===== config.mk =====
export PLATFORM = sky130hd
export DESIGN_NAME = branch_metric_unit
export DESIGN_NICKNAME = d
export VERILOG_FILES = /design/src/rtl/fano_pkg.sv /design/src/rtl/sym_fifo.sv /design/src/rtl/branch_metric_unit.sv
export SDC_FILE = /design/constraint.sdc
export NUM_CORES = 1
export LEC_CHECK = 0
export BUFFER_PORTS_ARGS = -buffer_cell sky130_fd_sc_hd__buf_2
export CORE_MARGIN = 8
export CORE_UTILIZATION = 58
export DETAILED_ROUTE_END_ITERATION = 7
export PLACE_DENSITY = 0.88
export SLEW_MARGIN = 20
export SYNTH_ARGS = -nofsm -noshare
export SYNTH_HDL_FRONTEND = slang
export SYNTH_HIERARCHICAL = 1
export SYNTH_SLANG_ARGS = --single-unit
export TNS_END_PERCENT = 10

===== constraint.sdc =====
create_clock -name clk -period 6.6 [get_ports clk]
set_input_delay 0 -clock clk [delete_from_list [all_inputs] [get_ports clk]]
set_output_delay 0 -clock clk [all_outputs]
set_load 0.03 [all_outputs]

===== src/rtl/fano_pkg.sv =====
// Shared widths, types and the metric saturation helper for the Fano decoder datapath.
package fano_pkg;

  localparam int unsigned DEF_SOFT_W   = 4;
  localparam int unsigned DEF_METRIC_W = 8;

  typedef logic signed [DEF_SOFT_W-1:0]   soft_t;
  typedef logic signed [DEF_METRIC_W-1:0] metric_t;
  typedef logic [1:0]                     rib_t;

  // Clamp a signed value into the signed range of a width-bit metric.
  function automatic int sat_metric(input int value, input int unsigned width);
    int max_v;
    int min_v;
    max_v = (1 << (width - 1)) - 1;
    min_v = -(1 << (width - 1));
    if (value > max_v) begin
      return max_v;
    end else if (value < min_v) begin
      return min_v;
    end
    return value;
  endfunction

endpackage


===== src/rtl/sym_fifo.sv =====
// First-word-fall-through FIFO with synchronous flush; push when full and pop when empty are
// ignored.
module sym_fifo #(
  parameter int unsigned Width = 8,
  parameter int unsigned Depth = 16
) (
  input  logic                     clk_i,
  input  logic                     rst_ni,
  input  logic                     flush_i,
  input  logic                     push_i,
  input  logic                     pop_i,
  input  logic [Width-1:0]         wdata_i,
  output logic [Width-1:0]         rdata_o,
  output logic                     full_o,
  output logic                     empty_o,
  output logic [$clog2(Depth):0]   level_o
);

  localparam int unsigned AW = $clog2(Depth);

  logic [Width-1:0] mem_q [Depth];
  logic [AW-1:0]    wptr_q, wptr_d;
  logic [AW-1:0]    rptr_q, rptr_d;
  logic [AW:0]      level_q, level_d;
  logic             push_ok, pop_ok;

  assign full_o  = (level_q == (AW+1)'(Depth));
  assign empty_o = (level_q == '0);
  assign level_o = level_q;
  assign rdata_o = mem_q[rptr_q];

  assign push_ok = push_i && !full_o && !flush_i;
  assign pop_ok  = pop_i && !empty_o && !flush_i;

  always_comb begin
    wptr_d  = wptr_q;
    rptr_d  = rptr_q;
    level_d = level_q;
    if (flush_i) begin
      wptr_d  = '0;
      rptr_d  = '0;
      level_d = '0;
    end else begin
      // Depth is a power of two, so pointer overflow is the wrap.
      if (push_ok) wptr_d = wptr_q + AW'(1);
      if (pop_ok)  rptr_d = rptr_q + AW'(1);
      level_d = level_q + (AW+1)'(push_ok) - (AW+1)'(pop_ok);
    end
  end

  always_ff @(posedge clk_i or negedge rst_ni) begin
    if (!rst_ni) begin
      wptr_q  <= '0;
      rptr_q  <= '0;
      level_q <= '0;
    end else begin
      wptr_q  <= wptr_d;
      rptr_q  <= rptr_d;
      level_q <= level_d;
    end
  end

  always_ff @(posedge clk_i) begin
    if (push_ok) mem_q[wptr_q] <= wdata_i;
  end

endmodule


===== src/rtl/branch_metric_unit.sv =====
// Fano branch metric unit: buffers soft symbol pairs and, per re-encoded branch pair, emits two
// biased, saturated branch metrics and the better hypothesis two cycles later.
module branch_metric_unit #(
  parameter int unsigned SOFT_W     = fano_pkg::DEF_SOFT_W,
  parameter int unsigned METRIC_W   = fano_pkg::DEF_METRIC_W,
  parameter int unsigned BIAS       = 2,
  parameter int unsigned FIFO_DEPTH = 16
) (
  input  logic                            clk,
  input  logic                            reset_n,
  input  logic                            i_flush,
  input  logic                            i_sym_vld,
  output logic                            o_sym_rdy,
  input  logic signed [SOFT_W-1:0]        i_sym_sys,
  input  logic signed [SOFT_W-1:0]        i_sym_par,
  input  logic                            i_rib_vld,
  input  logic [1:0]                      i_rib_0,
  input  logic [1:0]                      i_rib_1,
  output logic                            o_vld,
  output logic signed [METRIC_W-1:0]      o_metric_0,
  output logic signed [METRIC_W-1:0]      o_metric_1,
  output logic                            o_best,
  output logic                            o_underflow,
  output logic [$clog2(FIFO_DEPTH):0]     o_level
);

  import fano_pkg::*;

  localparam logic signed [SOFT_W+2:0] BiasExt = (SOFT_W+3)'(BIAS);

  logic                   fifo_full, fifo_empty;
  logic [2*SOFT_W-1:0]    fifo_head;
  logic                   push, pop;

  assign o_sym_rdy = !fifo_full;
  assign push      = i_sym_vld && !fifo_full;
  assign pop       = i_rib_vld && !fifo_empty;

  sym_fifo #(
    .Width (2 * SOFT_W),
    .Depth (FIFO_DEPTH)
  ) u_sym_fifo (
    .clk_i   (clk),
    .rst_ni  (reset_n),
    .flush_i (i_flush),
    .push_i  (push),
    .pop_i   (pop),
    .wdata_i ({i_sym_sys, i_sym_par}),
    .rdata_o (fifo_head),
    .full_o  (fifo_full),
    .empty_o (fifo_empty),
    .level_o (o_level)
  );

  logic                       s1_vld_q, s1_vld_d;
  logic signed [SOFT_W-1:0]   s1_sys_q, s1_sys_d;
  logic signed [SOFT_W-1:0]   s1_par_q, s1_par_d;
  rib_t                       s1_rib0_q, s1_rib0_d;
  rib_t                       s1_rib1_q, s1_rib1_d;
  logic                       vld_q, vld_d;
  logic signed [METRIC_W-1:0] metric0_q, metric0_d;
  logic signed [METRIC_W-1:0] metric1_q, metric1_d;
  logic                       best_q, best_d;
  logic                       underflow_q, underflow_d;

  logic signed [SOFT_W:0]     sys_ext, par_ext;
  logic signed [SOFT_W:0]     c_sys0, c_par0, c_sys1, c_par1;
  logic signed [SOFT_W+2:0]   raw0, raw1;
  logic signed [METRIC_W-1:0] sat0, sat1;

  always_comb begin
    s1_vld_d  = pop && !i_flush;
    s1_sys_d  = s1_sys_q;
    s1_par_d  = s1_par_q;
    s1_rib0_d = s1_rib0_q;
    s1_rib1_d = s1_rib1_q;
    if (pop && !i_flush) begin
      s1_sys_d  = fifo_head[2*SOFT_W-1:SOFT_W];
      s1_par_d  = fifo_head[SOFT_W-1:0];
      s1_rib0_d = i_rib_0;
      s1_rib1_d = i_rib_1;
    end

    underflow_d = underflow_q;
    if (i_flush) begin
      underflow_d = 1'b0;
    end else if (i_rib_vld && fifo_empty) begin
      underflow_d = 1'b1;
    end
  end

  // A set code bit means the LLR counts against the hypothesis.
  always_comb begin
    sys_ext = {s1_sys_q[SOFT_W-1], s1_sys_q};
    par_ext = {s1_par_q[SOFT_W-1], s1_par_q};
    c_sys0  = s1_rib0_q[1] ? -sys_ext : sys_ext;
    c_par0  = s1_rib0_q[0] ? -par_ext : par_ext;
    c_sys1  = s1_rib1_q[1] ? -sys_ext : sys_ext;
    c_par1  = s1_rib1_q[0] ? -par_ext : par_ext;
    raw0    = (SOFT_W+3)'(c_sys0) + (SOFT_W+3)'(c_par0) - BiasExt;
    raw1    = (SOFT_W+3)'(c_sys1) + (SOFT_W+3)'(c_par1) - BiasExt;
    sat0    = METRIC_W'(sat_metric(int'(raw0), METRIC_W));
    sat1    = METRIC_W'(sat_metric(int'(raw1), METRIC_W));

    vld_d     = s1_vld_q && !i_flush;
    metric0_d = metric0_q;
    metric1_d = metric1_q;
    best_d    = best_q;
    if (s1_vld_q && !i_flush) begin
      metric0_d = sat0;
      metric1_d = sat1;
      best_d    = (sat1 > sat0);
    end
  end

  always_ff @(posedge clk or negedge reset_n) begin
    if (!reset_n) begin
      s1_vld_q    <= 1'b0;
      s1_sys_q    <= '0;
      s1_par_q    <= '0;
      s1_rib0_q   <= '0;
      s1_rib1_q   <= '0;
      vld_q       <= 1'b0;
      metric0_q   <= '0;
      metric1_q   <= '0;
      best_q      <= 1'b0;
      underflow_q <= 1'b0;
    end else begin
      s1_vld_q    <= s1_vld_d;
      s1_sys_q    <= s1_sys_d;
      s1_par_q    <= s1_par_d;
      s1_rib0_q   <= s1_rib0_d;
      s1_rib1_q   <= s1_rib1_d;
      vld_q       <= vld_d;
      metric0_q   <= metric0_d;
      metric1_q   <= metric1_d;
      best_q      <= best_d;
      underflow_q <= underflow_d;
    end
  end

  assign o_vld       = vld_q;
  assign o_metric_0  = metric0_q;
  assign o_metric_1  = metric1_q;
  assign o_best      = best_q;
  assign o_underflow = underflow_q;

endmodule


Word level (Yosys, flattened, before mapping)
Memory sizes are Yosys's and may differ from the RTL's. A register that Yosys moved wholly into a read port is not among the register bits.
Index checks and enable logic that the tools add are counted.
{"block": "totals", "ff_bits": 37, "latch_bits": 0, "mem_bits_rw": 128, "romBits": 0, "inputBits": 17, "output_inout_bits": 25, "elab_cells": 68, "memories": 1}
{"name": "u_sym_fifo.mem_q", "words": 16, "width": 8, "read_ports": 1, "rd_ports_with_merged_regs": 1, "wr": 1, "line": "sym_fifo.sv:21", "source": "logic [Width-1:0] mem_q [Depth];"}
{"block": "op_classes", "add_sub_neg": 10, "multipliers": 0, "n_div": 0, "n_lt_le_gt_ge": 5, "n_eq_ne": 1, "shift": 0, "n_mux": 23, "bitwise": 0, "reduce_logical": 17}
{"cell": "8-bit two-way mux", "count": 6}
{"cell": "5-bit two-way mux", "count": 5}
{"cell": "7-bit by 8-bit > comparator with 1-bit output (second input constant)", "count": 2}
{"cell": "7-bit by 8-bit less-than comparator with 1-bit output (second input constant)", "count": 2}
{"cell": "4-bit two-way mux", "count": 4}
{"cell": "6-bit by 3-bit subtractor with 7-bit output (second input constant)", "count": 2}
{"cell": "5-bit by 5-bit adder with 6-bit output", "count": 2}
{"cell": "4-bit negator with 5-bit output", "count": 2}
{"cell": "1-bit logical AND", "count": 9}
{"cell": "4-bit by 1-bit adder with 4-bit output (second input constant)", "count": 2}
{"cell": "8-bit > comparator", "count": 1}
{"cell": "1-bit two-way mux", "count": 8}
{"cell": "2-bit nonzero test", "count": 3}
{"cell": "5-bit by 1-bit adder with 5-bit output", "count": 1}
{"cell": "5-bit == test (second input constant)", "count": 1}
{"cell": "5-bit zero test", "count": 1}
{"cell": "5-bit by 1-bit subtractor with 5-bit output", "count": 1}
{"cell": "1-bit zero test", "count": 4}

Depth between registers and ports, before layout
Gate-level depths: netlist of the first run.
{"block": "depth", "depth_word": 9, "depth_mapped": 17, "mapped_depth_nobuf": 17}

Cells and area by module
Netlist of the first run, hierarchy kept.
{"mod": "sym_fifo", "instances": 1, "cells_each": 340, "area_each_um2": 5889.4, "seq_area_each_um2": 4169.0}
{"mod": "branch_metric_unit", "instances": 1, "cells_each": 216, "area_each_um2": 2064.5, "seq_area_each_um2": 775.7}

Worst setup path after synthesis of the first run
No wires, ideal clock.
{"block": "synth_path", "path_kind": "reg-to-reg", "start": "reg s1_sys_q[1] (read register of u_sym_fifo.mem_q)", "end": "reg best_q (netlist: o_best)", "setup_ns": 0.127, "t_arrival_ns": 3.120, "required_time_ns": 6.473, "slack_ns": 3.353, "stages_incl_launch_ff": 18, "path_buffers": 0, "synth_period_minus_slack_ns": 3.247, "cell_sequence": "dfrtp_1 -> inv_1 -> ha_1 -> mux2i_1 -> ha_1 -> inv_1 -> ha_1 -> inv_1 -> fa_1 -> nor2b_1 -> o21a_1 -> or3_4 -> nand2_1 -> ha_1 -> and2_1 -> a221oi_1 -> a21boi_1 -> nand3b_1"}
{"block": "synth_between", "elab_chain_len": 9, "elab_cells_between_ends": 22, "cone_classes": "5 x add/sub; 5 x order compare; 12 x mux"}
{"element": "start: declaration", "line": "branch_metric_unit.sv:56", "source": "logic signed [SOFT_W-1:0] s1_sys_q, s1_sys_d;"}
{"element": "4-bit negator with 5-bit output", "line": "branch_metric_unit.sv:96, branch_metric_unit.sv:98"}
{"element": "5-bit two-way mux (on tied branches)", "line": "branch_metric_unit.sv:98, branch_metric_unit.sv:96"}
{"element": "5-bit by 5-bit adder with 6-bit output (on tied branches)", "line": "branch_metric_unit.sv:101, branch_metric_unit.sv:100"}
{"element": "6-bit by 3-bit subtractor with 7-bit output (on tied branches)", "line": "branch_metric_unit.sv:101, branch_metric_unit.sv:100"}
{"element": "7-bit by 8-bit less-than comparator with 1-bit output", "line": "fano_pkg.sv:19", "source": "end else if (value < min_v) begin"}
{"element": "1-bit two-way mux / 8-bit two-way mux (equally long branches)", "line": "fano_pkg.sv:19"}
{"element": "1-bit two-way mux / 8-bit two-way mux (equally long branches)", "line": "fano_pkg.sv:17", "source": "if (value > max_v) begin"}
{"element": "8-bit two-way mux", "line": "fano_pkg.sv:22", "source": "return value;"}
{"element": "8-bit > comparator (*)", "line": "branch_metric_unit.sv:112", "source": "best_d = (sat1 > sat0);"}
{"element": "end signal: assignment", "line": "branch_metric_unit.sv:137", "source": "best_q <= best_d;"}
{"element": "end: declaration", "line": "branch_metric_unit.sv:63", "source": "logic best_q, best_d;"}
Mark *: on every way between the ends. The rest lies on a longest branch, timed or not.
A chain may end at the register's enable or synchronous reset.

Worst setup path in the final report of the first run
Ends and elaborated chain as after synthesis.

==> results of run 1 <==
[repair_timing]
action                                 4_1_cts  5_1_grt
endpoints found under the hold margin      188        0
setup endpoints to repair                    0        0
hold buffers                                16        0
[area by class of cell]
| type | instances | area (um2) |
|---|---|---|
| fillers | 883 | 4330 |
| well taps | 176 | 220 |
| multi-input cells | 318 | 2690 |
| inverters | 43 | 161 |
| flip-flops and latches | 172 | 4950 |
| clock inverters | 13 | 91.3 |
| repair buffers | 64 | 420 |
| clock buffers | 19 | 433 |
[cells in the mapped netlist, types with 3 or more instances]
| cell type | number | area, um2 |
|---|---|---|
| edfxtp_1 | 128 | 3840 |
| dfrtp_1 | 44 | 1100 |
| nand2_1 | 43 | 161 |
| inv_1 | 41 | 154 |
| ha_1 | 37 | 463 |
| mux2i_1 | 36 | 360 |
| nor2_1 | 30 | 113 |
| mux4_2 | 16 | 360 |
| nor2b_1 | 15 | 93.8 |
| a21oi_1 | 13 | 65.1 |
| o21ai_1 | 13 | 65.1 |
| xnor2_1 | 11 | 96.3 |
| a221oi_2 | 10 | 150 |
| nand3_1 | 10 | 50.1 |
| xor2_1 | 9 | 78.8 |
| a22oi_1 | 8 | 60.1 |
| o21ai_0 | 8 | 40.0 |
| a221oi_1 | 7 | 61.3 |
| buf_2 | 6 | 30.0 |
| buf_4 | 6 | 45.0 |
| buf_6 | 6 | 67.6 |
| mux2_1 | 6 | 67.6 |
| nor3_1 | 6 | 30.0 |
| clkbuf_1 | 5 | 18.8 |
| mux2_2 | 5 | 56.3 |
| a21o_1 | 4 | 30.0 |
| nand2b_1 | 4 | 25.0 |
| fa_1 | 3 | 60.1 |
| o21bai_1 | 3 | 22.5 |
[routing by layer]
layer | part of all wire (%) | GRT usage [%]
met1 | 39 | 24.3
met2 | 51 | 32.6
met3 | 7.6 | 4.92
met4 | 2.3 | 8.73
met5 | 0 | 0
[path summary, 6_finish.rpt]
| kind | startpoint | endpoint | slack [ns] |
|---|---|---|---|
| worst min-delay path | i_sym_vld | u_sym_fifo/wptr_q[1] | 0.01 |
| worst min register to register | o_metric_1[3] | o_metric_1[3] | 0.48 |
| min in group asynchronous | reset_n | u_sym_fifo/level_o[0] | 0.10 |
| worst max-delay path | s1_sys_q[1] | o_best | 2.93 |
| max in group asynchronous | reset_n | u_sym_fifo/rptr_q[0] | 6.09 |
| worst max register to register | s1_sys_q[1] | o_best | 2.93 |
[logic make-up (layout without fill, tap and decap cells)]
logic type / after synthesis / after routing / share of synthesized area (%)
XOR/XNOR: 20 / 20 / 2.20
AO/OA/AOI/OAI: 75 / 75 / 7.13
flip-flops: 172 / 172 / 62.2
multiplexers: 63 / 63 / 10.6
buffers and inverters: 66 / 139 / 4.06
AND/OR/NAND/NOR: 120 / 120 / 7.25
adder cells (fa/ha/maj): 40 / 40 / 6.58
[registers in the layout (all words and copies together), names as in the netlist]
name	cells
o_vld	1
s1_rib0_q	2
o_best	1
s1_rib1_q	2
o_metric_1	7
o_underflow	1
u_sym_fifo/mem_q	128
u_sym_fifo/level_o	5
s1_vld_q	1
u_sym_fifo/rptr_q	4
o_metric_0	8
s1_sys_q	4
s1_par_q	4
u_sym_fifo/wptr_q	4
[worst max-delay path: cells and delay by family (launching register included)]
family | cells | cell delay, ns
flip-flops | 1 | 0.38
AND/OR/NAND/NOR | 5 | 0.67
buffers and inverters | 3 | 0.22
adder cells (fa/ha/maj) | 5 | 1.53
multiplexers | 1 | 0.19
AO/OA/AOI/OAI | 3 | 0.58
[metrics by stage]
stage	std cells	setup WS, ns	utilization, %	hold WS [ns]	cell area, um2
global route	805	2.67	67.4	0.00627	8960
global placement	757	3.22	62.2	0.202	8270
finish	805	2.93	67.4	0.0124	8960
CTS	805	2.94	67.4	0.00110	8960
floorplan	556	3.35	-	-0.296	7950
detailed placement	757	2.94	62.2	0.224	8270
[power by group through the flow]
stage | logic (uW) | clock network, uW | registers (uW)
after CTS | 2720 | 907 | 1400
after detailed placement | 2680 | 0 | 1420
after floorplan | 1950 | 0 | 1510
after global placement | 2510 | 0 | 1400
final | 2720 | 897 | 1400
after global routing | 3040 | 951 | 1410
==> metrics.csv, run 1 <==
metric,value,unit
rsz0062_at_grt,false,
max_freq,272,MHz
syn_area,0.00795,mm2
endpoint_kind,flip-flop,
die_h,133,um
skew,0.0109,ns
static-leakage-power,0.00343,uW
crit_type,reg2reg,
synthArstFlopShare,25.6,%
maxSlewViolCount,0,
worst_ep_arrival_time,3.99,ns
slew_headroom,25.8,%
routed_wl,16.7,mm
drc,0,
synth_flop_cell,edfxtp_1,
wire_per_inst,20.8,um
fin_nets,673,
clkPwrFrac,17.9,%
ioPinCount,42,
drtIter0Drc,389,
p_seq_share,27.9,%
layout_common_cells,"edfxtp_1, nand2_1, dfrtp_1",
grt_pass1_wl,26.9,mm
postCtsResizedCells,0,
grt_start_max_net_pins,52,
cpMaxStageDelayCell,fa_1,
cts_tree,done,
synth_nets,613,
intPower,2940,uW
drive_above_1_share,18.6,%
dp_hpwl,10.9,mm
setup-tns-final,0,ns
worstMarginPinSlew,1.11,ns
antenna_found_initial,0,
antenna_cells,0,
synth_edf_count,128,
ant_nets,0,
cpMostUsedCell,ha_1,
dr_total_vias,4812,
swShare,41.3,%
start_kind,flip-flop,
worstHoldPathType,in2reg,
reg2regPathDepth,17,
synth_seq_cells,172,
syn_avg_cell_area,14.3,um2
drt_first_pass_iters,5,
crit_required,6.91,ns
die_w,133,um
syn_inst,556,
finalSetupViolCount,0,
port_buffers,41,
gr-total-overflow,0,
die_area,0.0177,mm2
cts_setup_buffers,0,
cpPeakStageDelay,0.46,ns
status,"complete, no violations",
layout_commonest_cell,edfxtp_1,
coreArea,0.0133,mm2
clock_path_buffers,2,
start_util,59.8,%
placementRows,42,
total_power,5010,uW
clock-root-buffer,clkbuf_16,
path_clk_slew,0.07,ns
area_growth,12.7,%
hold_depth,4,
drv_cap,0,
finalCriticalPeriod,3.67,ns
ys_warn_count,6,
combinationalPowerShare,54.2,%
fin_crit_sh,55.7,%
viasPerCell,5.98,
numCtsBuffers,17,
grt_pass1_vias,4985,
crit_path_max_fanout,3,
cts_sinks,172,
grt_usage,19.8,%
power.switching,2070,uW
h-tree-depth,4,
hold_violations,0,
peakVddDrop,0.417,mV
routabilityCongestion,0.838,
p_per_area,560,mW/mm2
seq_area_frac_synth,62.2,%
path_cells,inv_1 -> ha_1 -> mux2i_1 -> ha_1 -> inv_1 -> ha_1 -> inv_1 -> fa_1 -> nor2b_1 -> o21a_1 -> or3_4 -> nand2_1 -> ha_1 -> and2_1 -> a221oi_1 -> a21boi_1 -> nand3b_1,
synthDistinctLibCells,48,
insertion_delay,0.43,ns
Power figures use the tool's default switching activity.
==> run 2: changes to the inputs <==
- CORE_UTILIZATION: 58 -> 55
- clock period: 6.6 -> 3.11 ns (I/O delays scaled with it)
==> run 2 against run 1 <==
The run now ends with negative setup slack left. Non-clock buffer count rose by 56. Via count increased by 7.3%. Cell count rose by 7.8%. Critical path depth shrank 2. Final area is 7.4% higher. Sequential share of layout area shrank 3.8 points. Fmax up 4.0%. Die area increased by 4.8%. Worst hold slack improved by 0.085 ns. Utilization is 0.18 points lower. Highest routed layer unchanged.
==> metrics.csv, run 2 (synthesis gave the netlist of run 1 again) <==
metric,value,unit
final.fill_count,909,
die_h,136,um
dp_hpwl,11.8,mm
top_register,u_sym_fifo/mem_q,
antenna_found_initial,0,
rr_endpoint,o_best,
fin_ws,-0.422,ns
final_util,67.2,%
status,finished with violations,
h-tree-depth,4,
routed_wl,19.1,mm
gr-total-overflow,0,
ant_nets,0,
crit_required,3.42,ns
start_util,55.6,%
met2_usage,36.1,%
wire_per_inst,22.0,um
worstMarginPinSlew,0.750,ns
grt_pass1_wl,28.9,mm
grt-busiest-layer,met2,
dp_slack,-0.230,ns
numCtsBuffers,17,
reg2regPathDepth,15,
grt_start_max_net_pins,45,
cts_sinks,172,
worst_ep_arrival_time,3.84,ns
r2r-start,s1_par_q[1],
routabilityCongestion,0.805,
viasPerCell,5.95,
start_kind,flip-flop,
crit_path_max_fanout,3,
coreArea,0.0143,mm2
drtIter0Drc,459,
fin_crit_sh,114,%
placementRows,44,
port_buffers,41,
drt_first_pass_iters,7,
insertion_delay,0.44,ns
die_area,0.0186,mm2
clock-root-buffer,clkbuf_16,
hold_depth,5,
finalCriticalPeriod,3.53,ns
critPathLaunch,s1_par_q[1],
path_cells,inv_2 -> ha_4 -> a21oi_1 -> mux2_2 -> ha_1 -> inv_1 -> ha_1 -> o21a_1 -> or3_4 -> and2_4 -> ha_4 -> and2_4 -> a221oi_4 -> a21boi_1 -> nand3b_1,
crit_family,adder cells,
grt_usage,20.7,%
use_met3,4.40,%
violations,negative setup slack,
area_growth,21.0,%
worstHoldPathType,in2reg,
endpoint_kind,flip-flop,
path_clk_slew,0.06,ns
hold_violations,0,
layout_common_cells,"edfxtp_1, buf_4, dfrtp_1",
maxSlewViolCount,0,
finalSetupViolCount,2,
antenna_cells,0,
holdWs,0.0977,ns
clock_path_buffers,2,
ioPinCount,42,
layout_commonest_cell,edfxtp_1,
cpMaxStageDelayCell,dfrtp_1,
grt_pass1_vias,5387,
holdPathEnd,u_sym_fifo/wptr_q[1],
max_freq,283,MHz
slew_headroom,50.0,%
worst-r2r-setup-slack,-0.42,ns
met1_usage,23.3,%
cpPeakStageDelay,0.43,ns
skew,0.00838,ns
cts_tree,done,
drv_cap,0,
drive_above_1_share,29.4,%
largest_register_ffs,128,
worstHoldStart,i_sym_vld,
drc,0,
fin_nets,729,
rsz0062_at_grt,true,
timing.critical_path.buf_inv,2,
dr_total_vias,5161,
crit_type,reg2reg,
die_w,136,um
## run 2: cell count changes in the layout (fill, tap and decap cells not counted), sizes merged
cell      change
buf          +56
bufinv        +4
clkbuf        -2
clkinv        -3
clkinvlp      -1
inv           +1
## run 2: layout make-up
type | count | area [um2] | share of cell area [%]
inverters | 43 | 161 | 1.68
clock inverters | 14 | 206 | 2.15
clock buffers | 17 | 425 | 4.42
flip-flops and latches | 172 | 4950 | 51.4
well taps | 184 | 230 | 2.39
repair buffers | 120 | 853 | 8.87
multi-input cells | 318 | 2800 | 29.1
## run 2: layer usage
layer	wire [um]	vias to the layer above
met2	10100	256
met5	0	-
met3	1170	74
met4	808	0
met1	6950	2556
li1	-	2275
## run 2: through the flow
step | cells | TNS [ns] | area [um2]
after floorplan | 556 | -0.0357 | 7990
after global placement | 807 | -0.0977 | 8650
after detailed placement | 807 | -0.230 | 8650
after CTS | 858 | -0.147 | 9500
after global routing | 868 | -0.767 | 9620
final | 868 | -0.433 | 9620
## run 2: timing repair
action                     CTS  global route
pin swaps                    5            12
gates resized for setup     10             9
setup buffers                4            10
hold buffers                16             0
hold endpoints to repair   189             0
setup endpoints to repair    2             2
## run 2: worst reg2reg max path, cell delays in order, from the launching register on
cell,delay [ns]
dfrtp_1,0.43
inv_2,0.13
ha_4,0.17
a21oi_1,0.09
mux2_2,0.28
ha_1,0.27
inv_1,0.07
ha_1,0.37
o21a_1,0.18
or3_4,0.38
and2_4,0.16
ha_4,0.22
and2_4,0.15
a221oi_4,0.26
a21boi_1,0.09
nand3b_1,0.16
## run 2: worst max-delay path by stage
stage | depth (start not counted) | slack (ns) | to
2_1_floorplan | 17 | -0.04 | o_best
3_3_place_gp | 17 | -0.1 | o_best
3_5_place_dp | 17 | -0.23 | o_best
4_1_cts | 16 | -0.15 | o_best
5_1_grt | 15 | -0.54 | o_best
6_report | 15 | -0.42 | o_best
Power of run 2 is left out: the tool's default activity adds up to more than one toggle a clock period on the data nets, which glitch-free logic cannot reach.
